[src/rtl/alu_share_arbiter.sv]
// alu_share_arbiter
// Lets two requesters share one combinational ALU. Each cycle at most one
// request is granted, with round-robin priority when both ports ask. The
// granted operands and opcode go out to the ALU. The ALU result and equality
// flag are registered and handed back to the winning port on the next cycle.
// There is no request buffering: a losing requester must hold its request.

module alu_share_arbiter #(
    parameter int WIDTH = 32,
    parameter int OPW   = 3
) (
    input  logic             clk,
    input  logic             reset,
    input  logic             hold,

    input  logic             req0,
    input  logic [WIDTH-1:0] a0,
    input  logic [WIDTH-1:0] b0,
    input  logic [OPW-1:0]   op0,
    output logic             gnt0,

    input  logic             req1,
    input  logic [WIDTH-1:0] a1,
    input  logic [WIDTH-1:0] b1,
    input  logic [OPW-1:0]   op1,
    output logic             gnt1,

    output logic [WIDTH-1:0] alu_a,
    output logic [WIDTH-1:0] alu_b,
    output logic [OPW-1:0]   alu_op,
    input  logic [WIDTH-1:0] alu_res,
    input  logic             alu_eq,

    output logic             rsp_valid0,
    output logic             rsp_valid1,
    output logic [WIDTH-1:0] rsp_res,
    output logic             rsp_eq,
    output logic [15:0]      busy_cnt
);

    // Index of the port granted most recently. It resets to 1, so port 0
    // wins the first conflict after reset.
    logic last;
    logic conflict;

    assign conflict = req0 && req1 && !hold;

    // Grant decision: a lone requester always wins. On a conflict, the port
    // that did not win last time gets the grant.
    always_comb begin
        gnt0 = 1'b0;
        gnt1 = 1'b0;
        if (!hold) begin
            if (req0 && req1) begin
                gnt0 = last;
                gnt1 = !last;
            end else begin
                gnt0 = req0;
                gnt1 = req1;
            end
        end
    end

    // ALU operand mux. Port 1 drives the ALU only while it holds the grant.
    // At all other times port 0 drives it, so idle cycles are still deterministic.
    always_comb begin
        if (gnt1) begin
            alu_a  = a1;
            alu_b  = b1;
            alu_op = op1;
        end else begin
            alu_a  = a0;
            alu_b  = b0;
            alu_op = op0;
        end
    end

    // Round-robin pointer, response registers and conflict counter.
    // Reset takes priority, so an operation granted in a reset cycle is lost.
    always_ff @(posedge clk) begin
        if (reset) begin
            last       <= 1'b1;
            rsp_valid0 <= 1'b0;
            rsp_valid1 <= 1'b0;
            rsp_res    <= '0;
            rsp_eq     <= 1'b0;
            busy_cnt   <= '0;
        end else begin
            rsp_valid0 <= gnt0;
            rsp_valid1 <= gnt1;
            if (gnt0 || gnt1) begin
                last    <= gnt1;
                rsp_res <= alu_res;
                rsp_eq  <= alu_eq;
            end
            if (conflict && (busy_cnt != 16'hFFFF)) begin
                busy_cnt <= busy_cnt + 16'd1;
            end
        end
    end

endmodule

[config.mk]
export PLATFORM = sky130hd
export DESIGN_NAME = alu_share_arbiter
export DESIGN_NICKNAME = d
export VERILOG_FILES = /design/src/rtl/alu_share_arbiter.sv
export SDC_FILE = /design/constraint.sdc
export NUM_CORES = 1
export LEC_CHECK = 0
export CAP_MARGIN = 5
export CORE_AREA = 10 10 111 113
export DETAILED_ROUTE_END_ITERATION = 6
export DIE_AREA = 0 0 121 123
export HOLD_SLACK_MARGIN = 0.03
export MAX_ROUTING_LAYER = met4
export PLACE_DENSITY = 0.85
export SLEW_MARGIN = 40
export SYNTH_ARGS = -nofsm -noshare
export SYNTH_HDL_FRONTEND = slang
export SYNTH_SLANG_ARGS = --single-unit
export TNS_END_PERCENT = 5
[constraint.sdc]
create_clock -name clk -period 2 [get_ports clk]
set_clock_uncertainty 0.05 [all_clocks]
set_input_delay 0.2 -clock clk [delete_from_list [all_inputs] [get_ports clk]]
set_output_delay 0.2 -clock clk [all_outputs]
set_load 0.05 [all_outputs]
==> results.md <==
* Register area at 1040 um2
* Final Hold Violating Endpoints at 0
* Wire per inst at 23.9 um
* Post-CTS Hold Fix Bufs at 0
* Ports at 292
* Commonest non-fill, non-tap cell in the layout: clkdlybuf4s50_1
* Maximum fanout along the worst path at 8
* Port bufs at 291
* Clock-pin slew on the worst setup and hold paths at 0.09 ns
* Gr usage total at 0.224
* Crit. End Element: primary output
* Die H at 123 um
* Fraction of layout cells with a size suffix above 1 at 0.294
* Pin count of the biggest net entering global routing at 36
* Fin crit period at 1.96 ns
* Die ar. at 14900 um2
* Final instance area at 6480 um2
* Library cells used by synthesis at 41
* Total global routing overflow at 0
* Core ar. at 10100 um2
* CP Launch Type: flop
* Post-DRT Antenna Nets at 0
* TritonCTS clock tree: built
* Synthesized area at 2970 um2
* Hold Crit Class: primary input to flop
* Max-Cap Viols at 0
* Period Utilization, post-route at 0.978
* Syn avg cell area at 8.80 um2
* PD cells at 525 nW/um2
* Inserted Clock Buffers at 5
* P&R area growth vs syn at 118%
* Dominant synthesized flop cell: dfxtp_1
* Critical path type: flop to primary output
* FF+latch count, synth at 52
* Vias at 3702
* Residual DRC at 0
* Synthesis Warnings at 0
* Pre-antenna DRT Iters at 4
* Cells after synthesis at 338
* Clock sinks at 52
* Final setup TNS at 0 ns
* First-pass GRT wire length at 24600 um
* Post-synth EDFFs at 0
* Initial Util at 0.293
* Root buf cell: clkbuf_8
* Antenna cells at 0
* Max Root-Sink Buffers at 2
* Outcome: finished clean
* Fmax at 511 MHz
* Most frequent cells in the layout: 218 x clkdlybuf4s50_1, 70 x mux2_2, 69 x nand2_1
* Initial antenna violation count at 0
* Die Wd at 121 um
* # fillers at 815
* Crit path DAT at 1.71 ns
* Final setup fails at 0
* Rows at 37
* Worst-Skew Late Latency at 0.30 ns
* Placed Area at 5960 um2
* Final WL at 18500 um
* DR vias/cell at 4.79
* Multi-input gate area at 1810 um2
* # nets final at 809
* Post-DP HPWL at 15000 um
* Ys async rst share at 0
* Syn Nets at 511
* Hold slack at 0.271 ns
* GP Congestion at 1.11
* Lkg Pwr at 2.59 nW
* PnR Total Power at 3.40 mW
* Vias in the first global route at 3902
* Post-synthesis sequential area ratio at 0.350
* VDD IR max at 0.318 mV
* Critical Path RT at 1.75 ns
* Slew headroom at 0.604
* DR iter-0 viols at 196
* Slew Limit Fails at 0
* H-tree depth at 2
* Slew @ Worst Pin at 0.592 ns
-- where the power goes --
part	internal, mW	switching, mW
clock network	0.372	0.335
registers	1.08	0.0226
logic	0.740	0.853
total	2.19	1.21
-- final timing paths --
kind              depth (start not counted)   startpoint  slack [ns]           to
setup / recovery                          5         last        0.04    alu_a[29]
hold / removal                            2        reset        0.27   rsp_valid1
setup reg to reg                          4  busy_cnt[2]        0.14  busy_cnt[0]
hold reg to reg                           2  rsp_res[10]        0.41  rsp_res[10]
-- per-layer routing --
metal  global-route usage  part of all wire
met1                0.246              0.37
met2                0.399              0.53
met3               0.0670             0.085
met4               0.0347             0.011
met5                    -                 0
-- stage by stage --
step           instances  setup WS, ns   util
6_report             773        0.0435  0.639
3_3_place_gp         753       -0.0105  0.587
4_1_cts              761       0.00434  0.599
2_1_floorplan        338        0.0646      -
3_5_place_dp         753       -0.0219  0.587
5_1_grt              773       -0.0156  0.639
-- layout make-up --
| type | count | area share |
|---|---|---|
| timing repair buffer | 317 | 0.515 |
| sequential | 52 | 0.161 |
| inverter | 3 | 0.00174 |
| tap | 136 | 0.0263 |
| clock inverter | 2 | 0.00541 |
| multi-input combinational | 257 | 0.279 |
| clock buffer | 6 | 0.0112 |
-- cell usage after synthesis (4+ instances only) --
cell | count | area share
buf_2 | 9 | 0.015
nor2_1 | 10 | 0.013
nor3_1 | 6 | 0.010
a21oi_1 | 44 | 0.074
nand2_1 | 69 | 0.087
and4_1 | 4 | 0.012
nand2b_1 | 4 | 0.0084
clkbuf_1 | 13 | 0.016
dfxtp_1 | 52 | 0.35
mux2_2 | 71 | 0.27
nor2b_1 | 6 | 0.013
nand4_1 | 4 | 0.0084
-- worst max-delay path, stage by stage, from the launching register on --
cell       delay [ns]
dfxtp_1          0.41
a21o_4           0.21
clkbuf_16        0.17
buf_8            0.12
mux2_2           0.35
buf_8            0.15
-- cell families (layout without fill, tap and decap cells) --
logic type | Yosys count | in the layout | share of synthesized area
buffers and inverters | 29 | 328 | 0.0492
flip-flops | 52 | 52 | 0.350
AO/OA/AOI/OAI | 56 | 56 | 0.106
AND/OR/NAND/NOR | 127 | 127 | 0.215
adder cells (fa/ha/maj) | 1 | 1 | 0.00421
multiplexers | 73 | 73 | 0.276
-- what timing repair did --
action / CTS / global route
cloned: 0 / 5
endpoints found under the setup margin: 59 / 67
pin swaps: 0 / 1
gates resized for setup: 1 / 67
setup buffers: 0 / 7
-- sequential cells by signal, summed over array words and instances, names as in the netlist --
register / count
rsp_valid1: 1
rsp_res: 32
busy_cnt: 16
rsp_eq: 1
rsp_valid0: 1
last: 1
No activity file was read; power rests on OpenSTA's default activity.
